File: src/rtl/fifo_pkg.sv
// Shared constants and helpers for the parametrised sync FIFO.
// Status-vector layout and default geometry live here.
package fifo_pkg;

    localparam int DEF_DATA_W = 8;
    localparam int DEF_DEPTH  = 8;

    localparam int ST_FULL   = 0;
    localparam int ST_AFULL  = 1;
    localparam int ST_EMPTY  = 2;
    localparam int ST_AEMPTY = 3;
    localparam int ST_OVF    = 4;
    localparam int ST_UDF    = 5;
    localparam int ST_W      = 6;

    function automatic int clog2(input int v);
        int r;
        r = 0;
        for (int i = 0; i < 31; i++) begin
            if ((1 << i) < v) r = i + 1;
        end
        return r;
    endfunction

endpackage

File: src/rtl/fifo_dpram.sv
// Simple dual-port RAM: synchronous write, asynchronous read.
// Contents are not reset.
module fifo_dpram
    import fifo_pkg::*;
#(
    parameter int DATA_W = DEF_DATA_W,
    parameter int DEPTH  = DEF_DEPTH,
    localparam int AW    = clog2(DEPTH)
) (
    input  logic              clk,
    input  logic              we,
    input  logic [AW-1:0]     waddr,
    input  logic [DATA_W-1:0] wdata,
    input  logic [AW-1:0]     raddr,
    output logic [DATA_W-1:0] rdata
);

    logic [DATA_W-1:0] mem [DEPTH];

    // Store the incoming word on an accepted write
    always_ff @(posedge clk) begin
        if (we) mem[waddr] <= wdata;
    end

    assign rdata = mem[raddr];

endmodule

File: src/rtl/fifo_sync_param.sv
// Parametrised single-clock FIFO with thresholds, sticky errors,
// synchronous flush and optional first-word-fall-through read.
module fifo_sync_param
    import fifo_pkg::*;
#(
    parameter int DATA_W   = DEF_DATA_W,
    parameter int DEPTH    = DEF_DEPTH,
    parameter int AF_LEVEL = 6,
    parameter int AE_LEVEL = 2,
    parameter bit FWFT     = 1'b0,
    localparam int AW      = clog2(DEPTH),
    localparam int CW      = AW + 1
) (
    input  logic              clk,
    input  logic              rst_n,
    input  logic              clr,
    input  logic              wr_en,
    input  logic [DATA_W-1:0] data_in,
    output logic              full,
    output logic              almost_full,
    output logic              overflow,
    input  logic              rd_en,
    output logic [DATA_W-1:0] data_out,
    output logic              empty,
    output logic              almost_empty,
    output logic              underflow,
    output logic [CW-1:0]     fifo_words
);

    if (DEPTH < 2 || (1 << AW) != DEPTH) begin : g_bad_depth
        $error("fifo_sync_param: DEPTH must be a power of 2 >= 2");
    end
    if (AF_LEVEL < 1 || AF_LEVEL > DEPTH) begin : g_bad_af
        $error("fifo_sync_param: AF_LEVEL out of range");
    end
    if (AE_LEVEL < 0 || AE_LEVEL > DEPTH - 1) begin : g_bad_ae
        $error("fifo_sync_param: AE_LEVEL out of range");
    end

    logic [AW-1:0]     wr_ptr;
    logic [AW-1:0]     rd_ptr;
    logic [CW-1:0]     count;
    logic              ovf_q;
    logic              udf_q;
    logic [DATA_W-1:0] ram_rdata;
    logic [ST_W-1:0]   status;
    logic              rd_ok;
    logic              wr_ok;
    logic              mem_we;

    assign status[ST_FULL]   = (count == CW'(DEPTH));
    assign status[ST_AFULL]  = (count >= CW'(AF_LEVEL));
    assign status[ST_EMPTY]  = (count == '0);
    assign status[ST_AEMPTY] = (count <= CW'(AE_LEVEL));
    assign status[ST_OVF]    = ovf_q;
    assign status[ST_UDF]    = udf_q;

    assign full         = status[ST_FULL];
    assign almost_full  = status[ST_AFULL];
    assign empty        = status[ST_EMPTY];
    assign almost_empty = status[ST_AEMPTY];
    assign overflow     = status[ST_OVF];
    assign underflow    = status[ST_UDF];
    assign fifo_words   = count;

    // A write into a full FIFO is only taken when a pop frees the slot
    assign rd_ok  = rd_en & ~empty;
    assign wr_ok  = wr_en & (~full | rd_ok);
    assign mem_we = wr_ok & rst_n & ~clr;

    fifo_dpram #(
        .DATA_W (DATA_W),
        .DEPTH  (DEPTH)
    ) u_ram (
        .clk   (clk),
        .we    (mem_we),
        .waddr (wr_ptr),
        .wdata (data_in),
        .raddr (rd_ptr),
        .rdata (ram_rdata)
    );

    // Pointers, occupancy and sticky error flags
    always_ff @(posedge clk) begin
        if (!rst_n || clr) begin
            wr_ptr <= '0;
            rd_ptr <= '0;
            count  <= '0;
            ovf_q  <= 1'b0;
            udf_q  <= 1'b0;
        end else begin
            if (wr_ok) wr_ptr <= wr_ptr + AW'(1);
            if (rd_ok) rd_ptr <= rd_ptr + AW'(1);
            unique case ({wr_ok, rd_ok})
                2'b10:   count <= count + CW'(1);
                2'b01:   count <= count - CW'(1);
                default: count <= count;
            endcase
            if (wr_en && !wr_ok) ovf_q <= 1'b1;
            if (rd_en && !rd_ok) udf_q <= 1'b1;
        end
    end

    if (FWFT) begin : g_fwft
        // Head word is shown directly; zero while empty so reset reads 0
        always_comb begin
            data_out = empty ? '0 : ram_rdata;
        end
    end else begin : g_std
        logic [DATA_W-1:0] dout_q;

        // Registered read: popped word appears the cycle after rd_ok
        always_ff @(posedge clk) begin
            if (!rst_n) begin
                dout_q <= '0;
            end else if (!clr && rd_ok) begin
                dout_q <= ram_rdata;
            end
        end

        assign data_out = dout_q;
    end

endmodule

File: config.mk
export PLATFORM = sky130hd
export DESIGN_NAME = fifo_sync_param
export DESIGN_NICKNAME = d
export VERILOG_FILES = /design/src/rtl/fifo_pkg.sv /design/src/rtl/fifo_dpram.sv /design/src/rtl/fifo_sync_param.sv
export SDC_FILE = /design/constraint.sdc
export NUM_CORES = 1
export LEC_CHECK = 0
export CELL_PAD_IN_SITES_DETAIL_PLACEMENT = 1
export CELL_PAD_IN_SITES_GLOBAL_PLACEMENT = 2
export CORE_MARGIN = 2
export CORE_UTILIZATION = 40
export DETAILED_ROUTE_END_ITERATION = 6
export HOLD_SLACK_MARGIN = 0.06
export PLACE_DENSITY_LB_ADDON = 0.1
export SLEW_MARGIN = 10
export SYNTH_ARGS = -nofsm -noshare
export SYNTH_HDL_FRONTEND = slang
export SYNTH_SLANG_ARGS = --single-unit
File: constraint.sdc
create_clock -name clk -period 5.02 [get_ports clk]
set_clock_uncertainty 0.15 [all_clocks]
set_input_delay 0.502 -clock clk [delete_from_list [all_inputs] [get_ports clk]]
set_output_delay 0.502 -clock clk [all_outputs]
set_load 0.05 [all_outputs]
==> results of run 1 <==
[worst min-delay path by stage]
| stage | endpoint | startpoint | slack, ps |
|---|---|---|---|
| finish | underflow | underflow | 330 |
| global route | overflow | overflow | 380 |
| CTS | underflow | underflow | 340 |
| detailed placement | underflow | underflow | 330 |
| global placement | underflow | underflow | 310 |
| floorplan | wr_ptr[2] | wr_ptr[2] | 360 |
[cells in the mapped netlist (3+ instances only)]
cell type                  count  area (µm²)
sky130_fd_sc_hd__mux4_2       16         360
sky130_fd_sc_hd__or3_1         3        18.8
sky130_fd_sc_hd__edfxtp_1     64        1920
sky130_fd_sc_hd__mux2i_1      11         110
sky130_fd_sc_hd__ha_1          4        50.1
sky130_fd_sc_hd__buf_2         3        15.0
sky130_fd_sc_hd__inv_1         6        22.5
sky130_fd_sc_hd__dfxtp_1      20         400
sky130_fd_sc_hd__nor3_1        3        15.0
sky130_fd_sc_hd__buf_4         3        22.5
sky130_fd_sc_hd__o21ai_0       8        40.0
sky130_fd_sc_hd__clkbuf_1      4        15.0
sky130_fd_sc_hd__a21oi_1      11        55.1
sky130_fd_sc_hd__xnor2_1       5        43.8
sky130_fd_sc_hd__nand2b_1      5        31.3
sky130_fd_sc_hd__nor2_1       20        75.1
[flip-flops by register name, summed over array words and instances (netlist names)]
signal      cells
data_out        8
fifo_words      4
overflow        1
rd_ptr          3
u_ram.mem      64
underflow       1
wr_ptr          3
[per-stage QoR]
| step | util | total power, mW | worst slack (ps) | hold WS [ps] |
|---|---|---|---|---|
| 3_3_place_gp | 0.461 | 0.893 | 1550 | 309 |
| 6_report | 0.484 | 1.32 | 1950 | 331 |
| 4_1_cts | 0.484 | 1.34 | 1910 | 344 |
| 3_5_place_dp | 0.462 | 0.899 | 1550 | 325 |
| 2_1_floorplan | - | 0.857 | 2270 | 361 |
| 5_1_grt | 0.484 | 1.38 | 1820 | 380 |
[report_power, final]
part / internal [mW] / switching, mW / total [mW]
Clock: 0.197 / 0.243 / 0.439
Sequential: 0.755 / 0.00968 / 0.765
Combinational: 0.0466 / 0.0700 / 0.117
Total: 0.998 / 0.322 / 1.32
[metal layers]
metal / global-route usage / up-vias / routed length, µm / share of wire
met5: 0 / - / 0 / 0
met4: 0.0628 / 0 / 80 / 0.012
met3: 0.0303 / 6 / 256 / 0.037
met2: 0.243 / 38 / 3430 / 0.49
met1: 0.217 / 965 / 3170 / 0.46
li1: - / 872 / - / -
[layout make-up]
cell class                      instances  area (µm²)  share of cell area
Tap cell                              105         131              0.0327
Sequential cell                        84        2320               0.578
Clock buffer                           10         138              0.0343
Clock inverter                          6        46.3              0.0115
Timing Repair Buffer                   32         315              0.0785
Inverter                                6        22.5             0.00561
Multi-Input combinational cell        111        1040               0.259
[layout by cell type, fill, tap and decap left out, types with 2 or more instances in the layout]
cell type and n:
sky130_fd_sc_hd__a31oi_1 2, sky130_fd_sc_hd__inv_1 6, sky130_fd_sc_hd__nand3_1 2, sky130_fd_sc_hd__xor2_1 2, sky130_fd_sc_hd__dfxtp_1 20, sky130_fd_sc_hd__o21ai_0 8
sky130_fd_sc_hd__xnor2_1 5, sky130_fd_sc_hd__nand2_1 2, sky130_fd_sc_hd__nand2b_1 5, sky130_fd_sc_hd__buf_4 2, sky130_fd_sc_hd__ha_1 4, sky130_fd_sc_hd__clkinvlp_4 2
sky130_fd_sc_hd__clkdlybuf4s50_1 30, sky130_fd_sc_hd__nor2_1 20, sky130_fd_sc_hd__clkbuf_8 10, sky130_fd_sc_hd__mux4_2 16, sky130_fd_sc_hd__mux2i_1 11, sky130_fd_sc_hd__or3_1 3
sky130_fd_sc_hd__a21oi_1 11, sky130_fd_sc_hd__a211oi_1 2, sky130_fd_sc_hd__nor3_1 2, sky130_fd_sc_hd__edfxtp_1 64, sky130_fd_sc_hd__inv_6 2
[kinds of logic after synthesis]
family	count (synthesis)
compound gates	31
xor+xnor	7
fa+ha+maj	5
buf+inv	19
flops	84
mux	27
simple gates	41
[worst min-delay path: stages (launching register included)]
cell                      delay (ps)
sky130_fd_sc_hd__dfxtp_1         340
sky130_fd_sc_hd__a21oi_1          40
sky130_fd_sc_hd__nor2_1           70
==> results.env, run 1 <==
OUTCOME='finished clean'
YOSYS_WARNINGS=0
FP.COREAREA_UM2=8300
POST-CTS-SETUP-BUFFERS=0
FLOORPLAN.DIE_AREA_UM2=9410
CRITICAL_PATH_REQUIRED_PS=4820
DRT-PASS1-ITER-COUNT=5
POST_SYNTH_ARST_SHARE=0
R2R-START='fifo_words[1]'
ANT_NETS=0
MAXIMUM_NUMBER_OF_PINS_ON_ONE_NET_BEFORE_GLOBAL_ROUTE_REPAIR=19
TIMING.FINAL.HOLD_VIOLATIONS=0
SETUP_VIOL=0
PORTBUFFERS=30
ROUTE.VIAS.TOTAL=1881
PORTS=31
MAX_FREQ_GHz=0.326
SYNTH_SEQUENTIAL_AREA_RATIO=0.671
NUM-NETS-FINAL=262
NUMBER_OF_SYNTHESIZED_FLOPS_WITH_AN_ENABLE_PIN=64
FINAL_LAYOUT_SIZE_SUFFIX_GT1_FRAC=0.165
DPL.HPWL_UM=4820
CRITPATHCAPTURE='u_ram.mem[0][6]'
CP.DEPTH=5
ANTENNA_FOUND_INITIAL=0
SYNTH_AREA_PER_CELL_UM2=16.2
SLOWEST_DELAY_PS=940
FLOORPLAN.INITIALDENSITY=0.417
PLACE_INST=338
YOSYS_REGISTER_BITS=84
CP_CELL_SEQUENCE='clkdlybuf4s50_1, nand2b_1, o21ai_2, or3_1, nor3_1'
SYNTH_SIMPLE_GATE_AREA_FRAC=0.0586
SYNTH-MAIN-FF-CELL='sky130_fd_sc_hd__edfxtp_1'
POST_SYNTH_INST_COUNT=214
NUMCTSBUFFERS=9
RR_ENDPOINT='u_ram.mem[0][6]'
MAX-VDD-IR-DROP_V=0.000143
WORSTPATHARRIVAL_PS=2870
P_PER_AREA_nW_PER_UM2=329
RSZ0062_AT_GRT='false'
SLEW_HEADROOM=0.191
SYNTH.CELL_AREA_UM2=3460
CLOCK-SINKS=84
FINAL_CELL_COUNT_NO_FILL=354
AREAGROWTHSYNTHTOFINISH_PCT=16.1
PLACE_CONGESTION=0.732
DIE_W_UM=97
DETAIL_ROUTE.WIRELENGTH_UM=6940
YOSYS.AREA_SHARE.ADDER=0.0203
CTS_REPAIR_RESIZE_COUNT=0
PERIOD_MINUS_SLACK_PS=3070
CTS_HOLD_REPAIR.BUFFERS=0
CRITICAL_PATH.TOP_DELAY_FAMILY='simple AND/OR/NAND/NOR gates'
CP-STARTPOINT='rd_en'
SETUP-TNS-FINAL_PS=0
CTSROOTBUFFERMASTER='sky130_fd_sc_hd__clkbuf_8'
ROWS=33
END_KIND='register'
WORSTREGTOREGCELLS=4
WL_PER_CELL_UM=19.6
WORST_SKEW_PAIR.LATE_LATENCY_PS=340
DIE_Y_UM=97
LAYOUT.CELL_AREA.NON_FILLER_UM2=4020
CTS_MAX_LEVEL=3
REPORT.FINAL.SLEW_VIOL_COUNT=0
WORST-SETUP-PATH-TYPE='in -> reg'
VIASPERCELL=5.31
CLKSLEWWORSTSETUPHOLDPATHS_PS=80
DPL-INSTANCE-AREA_UM2=3830
ANTENNADIODECOUNT=0
POST-ROUTE-DRC-COUNT=0
TIMING.CRITICAL_PATH.FANOUT_MAX=9
FIRST_GLOBAL_VIAS=2036
FILLERINSTANCES=794
REG2REG_SETUP_SLACK_PS=2120
SYNTH_FP_NETS=232
CELLLEAKAGEPOWER_nW=1.28
GRT_OVERFLOW_TOTAL=0
CTS_TREE='done'
DRV_CAP=0
INITIAL_DRC_COUNT=94
WORST_HOLD_PATH_TYPE='reg -> reg'
SETUP.WORST_PATH.START_CLASS='input port'
SYNTH_CELL_TYPES=38
YOSYS.AREA_SHARE.XOR_XNOR=0.0177
GRT_USAGE=0.156
FINALCRITPERIODSHARE=0.611
CLOCK_PATH_BUFFERS=2
GRT_PASS1_WL_UM=11000
SYNTH_COMPOUND_GATE_AREA_SHARE=0.0665
HOLDPATHSTAGES=2
MAX_SLEW.WORST_PIN.SLEW_PS=1200
SYNTH.MUX.AREA_FRACTION=0.136
SYNTH_TOP_FAMILY_BY_AREA='multiplexers'
CRIT_BUF_INV=1
CPMAXSTAGEDELAYCELL='sky130_fd_sc_hd__nor3_1'
Power figures use the tool's default switching activity.
==> run 2, diff against run 1 <==
clock period = 3.05 ns   (was 5.02 ns; I/O delays follow)
==> run 2 against run 1 <==
Non-clock buffer count rose by 10; clock-buffer cell count fell by 1; critical path depth fell by 2; first-iteration DRC count fell by 5.3%; sequential share of layout area shrank 1.2 points; largest cell class unchanged.
==> results.env, run 2 (synthesis results as in run 1) <==
OUTCOME='finished clean'
CTS_HOLD_REPAIR.BUFFERS=0  # unchanged
TOTAL_POWER_mW=2.25  # +70%
CLOCK-SINKS=84  # unchanged
PLACE_CONGESTION=0.776  # +6.1%
CTSROOTBUFFERMASTER='sky130_fd_sc_hd__clkbuf_8'
ANTENNADIODECOUNT=0  # unchanged
PORTS=31  # unchanged
MAX_SLEW.WORST_PIN.SLEW_PS=931  # -273 ps
DETAIL_ROUTE.WIRELENGTH_UM=7330  # +5.5%
CELLLEAKAGEPOWER_nW=1.34  # +4.5%
GRT_PASS1_WL_UM=11700  # +6.1%
AREAGROWTHSYNTHTOFINISH_PCT=18.4
WORSTPATHARRIVAL_PS=2340  # -530 ps
POST-CTS-SETUP-BUFFERS=0  # unchanged
ANT_NETS=0  # unchanged
REPORT.FINAL.SLEW_VIOL_COUNT=0  # unchanged
MAX_FLOP_REGISTER='u_ram.mem'
SETUP.WORST_PATH.START_CLASS='register'
PERIOD_MINUS_SLACK_PS=2800
ANTENNA_FOUND_INITIAL=0  # unchanged
DRT-PASS1-ITER-COUNT=4  # -1
MAX_FREQ_GHz=0.358
P_PER_AREA_nW_PER_UM2=548  # +67%
DPL.HPWL_UM=4930  # +2.3%
SETUP_WS_PS=255  # -1700 ps
DPL-INSTANCE-AREA_UM2=3900  # +1.8%
ROUTE.VIAS.TOTAL=1896  # +0.80%
MOST-COMMON-LAYOUT-CELLS='sky130_fd_sc_hd__edfxtp_1 (64), sky130_fd_sc_hd__clkdlybuf4s50_1 (30), sky130_fd_sc_hd__nor2_1 (20), sky130_fd_sc_hd__dfxtp_1 (20), sky130_fd_sc_hd__mux4_2 (16)'
FLOORPLAN.DIE_AREA_UM2=9410  # unchanged
PRE_CTS_SLACK_PS=270  # -1270 ps
CTS_REPAIR_RESIZE_COUNT=0  # unchanged
LARGEST_REGISTER_FF_COUNT=64  # unchanged
FINALCRITPERIODSHARE=0.916
ROWS=33  # unchanged
PORTBUFFERS=30  # unchanged
WORST_HOLD_PATH_TYPE='reg -> reg'
TIMING.CRITICAL_PATH.FANOUT_MAX=10  # +1
NUM-NETS-FINAL=272  # +3.8%
LAYOUT_COMMONEST_CELL='sky130_fd_sc_hd__edfxtp_1'
LAYOUT.CELL_AREA.NON_FILLER_UM2=4100  # +2.1%
FINALCOREUTILIZATION=0.494  # +0.00995
FINAL_LAYOUT_SIZE_SUFFIX_GT1_FRAC=0.189  # +0.0245
FIRST_GLOBAL_VIAS=2089  # +2.6%
DRV_CAP=0  # unchanged
CLOCK_PATH_BUFFERS=2  # unchanged
RSZ0062_AT_GRT='false'
CRITICAL_PATH_REQUIRED_PS=2590  # -2230 ps
SLEW_HEADROOM=0.378  # +0.187
NUMCTSBUFFERS=9  # unchanged
GRT_USAGE=0.166  # +0.00972
GRT_OVERFLOW_TOTAL=0  # unchanged
CTS_TREE='done'
CTS_MAX_LEVEL=3  # unchanged
SETUP-TNS-FINAL_PS=0  # unchanged
DIE_W_UM=97  # unchanged
VIASPERCELL=5.21  # -2.0%
DIE_Y_UM=97  # unchanged
INITIAL_DRC_COUNT=89  # -5.3%
SETUP_VIOL=0  # unchanged
WORST-SETUP-PATH-TYPE='reg -> out'
TIMING.FINAL.HOLD_VIOLATIONS=0  # unchanged
CLKSLEWWORSTSETUPHOLDPATHS_PS=80  # about the same
POST-ROUTE-DRC-COUNT=0  # unchanged
END_KIND='primary output'
WORST_SKEW_PAIR.LATE_LATENCY_PS=340  # about the same
MAX-VDD-IR-DROP_V=0.000276  # +92%
WL_PER_CELL_UM=20.1  # +2.6%
FLOORPLAN.INITIALDENSITY=0.417  # unchanged
FP.COREAREA_UM2=8300  # unchanged
MAXIMUM_NUMBER_OF_PINS_ON_ONE_NET_BEFORE_GLOBAL_ROUTE_REPAIR=19  # unchanged
run 2: changes by cell type in the layout (fill, tap and decap cells not counted), sizes merged:
cell | previous run | this run
clkinvlp | 2 | 1
bufinv | 0 | 1
inv | 8 | 9
clkbuf | 10 | 9
buf | 2 | 12
run 2: path summary, 6_finish.rpt:
path,startpoint,endpoint,depth (start not counted),slack [ps]
setup / recovery,fifo_words[0],full,3,250
hold / removal,underflow,underflow,2,340
setup reg to reg,fifo_words[3],fifo_words[3],8,290
hold reg to reg,underflow,underflow,2,340
run 2: through the flow:
step / std cells / hold WS (ps)
CTS: 364 / 352
floorplan: 214 / 254
global route: 364 / 400
global placement: 348 / 300
finish: 364 / 338
detailed placement: 348 / 330
run 2: routing by layer:
layer | global-route usage | vias up | routed length [µm]
met2 | 0.264 | 29 | 3640
met3 | 0.0405 | 7 | 213
met1 | 0.229 | 966 | 3420
met4 | 0.0455 | 0 | 48
li1 | - | 894 | -
met5 | 0 | - | 0
run 2: final cells by class:
class	count	area (µm²)
clock buffers	9	124
clock inverters	7	72.6
fillers	798	4200
inverters	6	22.5
multi-input cells	111	1030
flip-flops and latches	84	2320
well taps	105	131
repair buffers	42	390
run 2: worst max-delay path, cell delays in order (launching register included):
cell and delay, ps:
sky130_fd_sc_hd__dfxtp_1 460, sky130_fd_sc_hd__nor3_1 510, sky130_fd_sc_hd__and2_1 220, sky130_fd_sc_hd__clkdlybuf4s50_1 800
run 2: power by group:
group          switching [mW]  leakage (nW)  internal (mW)
Clock                   0.409        0.0981          0.383
Combinational           0.116         0.505         0.0792
Sequential             0.0157         0.739           1.24
Total                   0.541          1.34           1.70
==> run 3, diff against run 2 <==
GPL_TIMING_DRIVEN = 0   (was not set)
==> run 3 against run 2 <==
Clock-buffer cell count up 1; power grew 2.7%; non-clock buffer count is the same; sequential share of layout area is 0.14 points lower; sequential power hardly changed; global-route usage shrank 1.4 points; setup slack worse by 44 ps; clock power is 7.3% higher; design area increased by 0.24%; cell count unchanged; flip-flop and latch count did not move; critical path depth grew 1; largest cell class unchanged; largest power group unchanged.
==> results.env, run 3 (synthesis results as in run 1) <==
OUTCOME='finished clean'
REG2REG_SETUP_SLACK_PS=390  # +100 ps
CLOCK_PATH_BUFFERS=2  # unchanged
WL_PER_CELL_UM=18.5  # -8.1%
FINALCRITPERIODSHARE=0.931  # +0.0145
SLEW_HEADROOM=0.380  # +0.00210
NUM-NETS-FINAL=272  # unchanged
GRT_USAGE=0.152  # -0.0139
HOLD-PATH-ENDPOINT='underflow'
AREAGROWTHSYNTHTOFINISH_PCT=18.7
DIE_W_UM=97  # unchanged
DPL.HPWL_UM=4540  # -7.7%
ROUTE.VIAS.TOTAL=1866  # -1.6%
CLOCK-SINKS=84  # unchanged
RSZ0062_AT_GRT='false'
FINAL_CELL_COUNT_NO_FILL=364  # unchanged
CLKSLEWWORSTSETUPHOLDPATHS_PS=80  # about the same
WORST_HOLD_PATH_TYPE='in -> reg'
SETUP_VIOL=0  # unchanged
ANTENNA_FOUND_INITIAL=0  # unchanged
MAX_SLEW.WORST_PIN.SLEW_PS=926  # -5.30 ps
POST-ROUTE-DRC-COUNT=0  # unchanged
MAX-VDD-IR-DROP_V=0.000258  # -6.3%
R2R-START='fifo_words[1]'
LARGEST_REGISTER_FF_COUNT=64  # unchanged
POST-CTS-SETUP-BUFFERS=0  # unchanged
LAYOUT_COMMONEST_CELL='sky130_fd_sc_hd__edfxtp_1'
MAXIMUM_NUMBER_OF_PINS_ON_ONE_NET_BEFORE_GLOBAL_ROUTE_REPAIR=15  # -4
REPORT.FINAL.SLEW_VIOL_COUNT=0  # unchanged
PERIOD_MINUS_SLACK_PS=2840  # +44.1 ps
LAYOUT.CELL_AREA.NON_FILLER_UM2=4110  # +0.24%
CTS_MAX_LEVEL=3  # unchanged
VIASPERCELL=5.13  # -1.6%
CTS_REPAIR_RESIZE_COUNT=0  # unchanged
ANTENNADIODECOUNT=0  # unchanged
HOLDPATHSTAGES=3  # +1
FILLERINSTANCES=833  # +4.4%
ANT_NETS=0  # unchanged
FLOORPLAN.INITIALDENSITY=0.417  # unchanged
NUMCTSBUFFERS=9  # unchanged
DPL-INSTANCE-AREA_UM2=3890  # -0.26%
CTS_TREE='done'
FLOORPLAN.DIE_AREA_UM2=9410  # unchanged
MAX_FLOP_REGISTER='u_ram.mem'
PORTS=31  # unchanged
MAX_FREQ_GHz=0.352  # -1.6%
GRT_PASS1_WL_UM=10600  # -9.2%
PORTBUFFERS=29  # -3.3%
FIRST_GLOBAL_VIAS=1911  # -8.5%
WORSTREGTOREGCELLS=9  # +1
FINAL_LAYOUT_SIZE_SUFFIX_GT1_FRAC=0.181  # -0.00772
TIMING.CRITICAL_PATH.FANOUT_MAX=9  # -1
FP.COREAREA_UM2=8300  # unchanged
MOST-COMMON-LAYOUT-CELLS='sky130_fd_sc_hd__edfxtp_1 (64), sky130_fd_sc_hd__clkdlybuf4s50_1 (29), sky130_fd_sc_hd__nor2_1 (20), sky130_fd_sc_hd__dfxtp_1 (20), sky130_fd_sc_hd__mux4_2 (16)'
DETAIL_ROUTE.WIRELENGTH_UM=6740  # -8.1%
PLACE_INST=348  # unchanged
PLACE_CONGESTION=0.748  # -3.7%
ROWS=33  # unchanged
CTS_HOLD_REPAIR.BUFFERS=0  # unchanged
END_KIND='primary output'
GRT_OVERFLOW_TOTAL=0  # unchanged
CTSROOTBUFFERMASTER='sky130_fd_sc_hd__clkbuf_8'
DRV_CAP=0  # unchanged
TIMING.FINAL.HOLD_VIOLATIONS=0  # unchanged
DRT-PASS1-ITER-COUNT=4  # unchanged
INITIAL_DRC_COUNT=87  # -2.2%
WORST_SKEW_PAIR.LATE_LATENCY_PS=350  # about the same
RR_ENDPOINT='fifo_words[3]'
CELLLEAKAGEPOWER_nW=1.34  # about the same
SETUP.WORST_PATH.START_CLASS='register'
FINALCOREUTILIZATION=0.495  # +0.00121
CRITICAL_PATH_REQUIRED_PS=2590  # about the same
MIN-DELAY-START='rd_en'
WORSTPATHARRIVAL_PS=2380  # +40 ps
DIE_Y_UM=97  # unchanged
P_PER_AREA_nW_PER_UM2=561  # +2.4%
WORST-SETUP-PATH-TYPE='reg -> out'
run 3: changes by cell type in the layout (fill, tap and decap cells not counted), moves of 3 or more:
cell,previous run,this run
sky130_fd_sc_hd__buf_2,0,3
sky130_fd_sc_hd__inv_6,3,0
sky130_fd_sc_hd__clkbuf_1,0,5
sky130_fd_sc_hd__buf_4,12,3
run 3: stage by stage:
stage	setup TNS [ps]	hold WS [ps]	worst slack, ps	power (mW)
floorplan	0	254	302	1.41
global route	0	226	36.8	2.39
detailed placement	-3080	315	-98.6	1.48
global placement	-7730	300	-477	1.48
finish	0	200	211	2.31
CTS	0	191	167	2.33
run 3: report_power, final:
group	total [mW]	switching (mW)	internal (mW)	leakage [nW]
clock network	0.850	0.389	0.461	0.104
registers	1.25	0.00788	1.24	0.739
logic	0.204	0.124	0.0805	0.499
run 3: routing by layer:
layer | global-route usage | part of all wire
met5 | 0 | 0
met2 | 0.220 | 0.44
met3 | 0.0376 | 0.032
met1 | 0.225 | 0.52
met4 | 0.0520 | 0.011
run 3: critical path, stage by stage, from the launching register on:
cell                              delay, ps
sky130_fd_sc_hd__dfxtp_1                340
sky130_fd_sc_hd__buf_4                  180
sky130_fd_sc_hd__nor3_1                 470
sky130_fd_sc_hd__and2_1                 230
sky130_fd_sc_hd__clkdlybuf4s50_1        810
run 3: final cells by class:
class / count / area (µm²) / share of cell area
sequential: 84 / 2320 / 0.565
multi-input combinational: 111 / 1040 / 0.254
timing repair buffer: 29 / 290 / 0.0707
tap: 105 / 131 / 0.0320
clock buffer: 10 / 128 / 0.0311
clock inverter: 6 / 88.8 / 0.0216
buffer: 13 / 80.1 / 0.0195
inverter: 6 / 22.5 / 0.00548
run 3: worst max-delay path by stage:
stage,end,cells past startpoint,startpoint,slack (ps)
finish,full,4,fifo_words[1],210
global route,full,4,fifo_words[1],40
CTS,full,4,fifo_words[1],170
detailed placement,u_ram.mem[5][7],5,wr_en,-100
global placement,u_ram.mem[0][7],5,wr_en,-480
floorplan,u_ram.mem[4][0],5,fifo_words[2],300
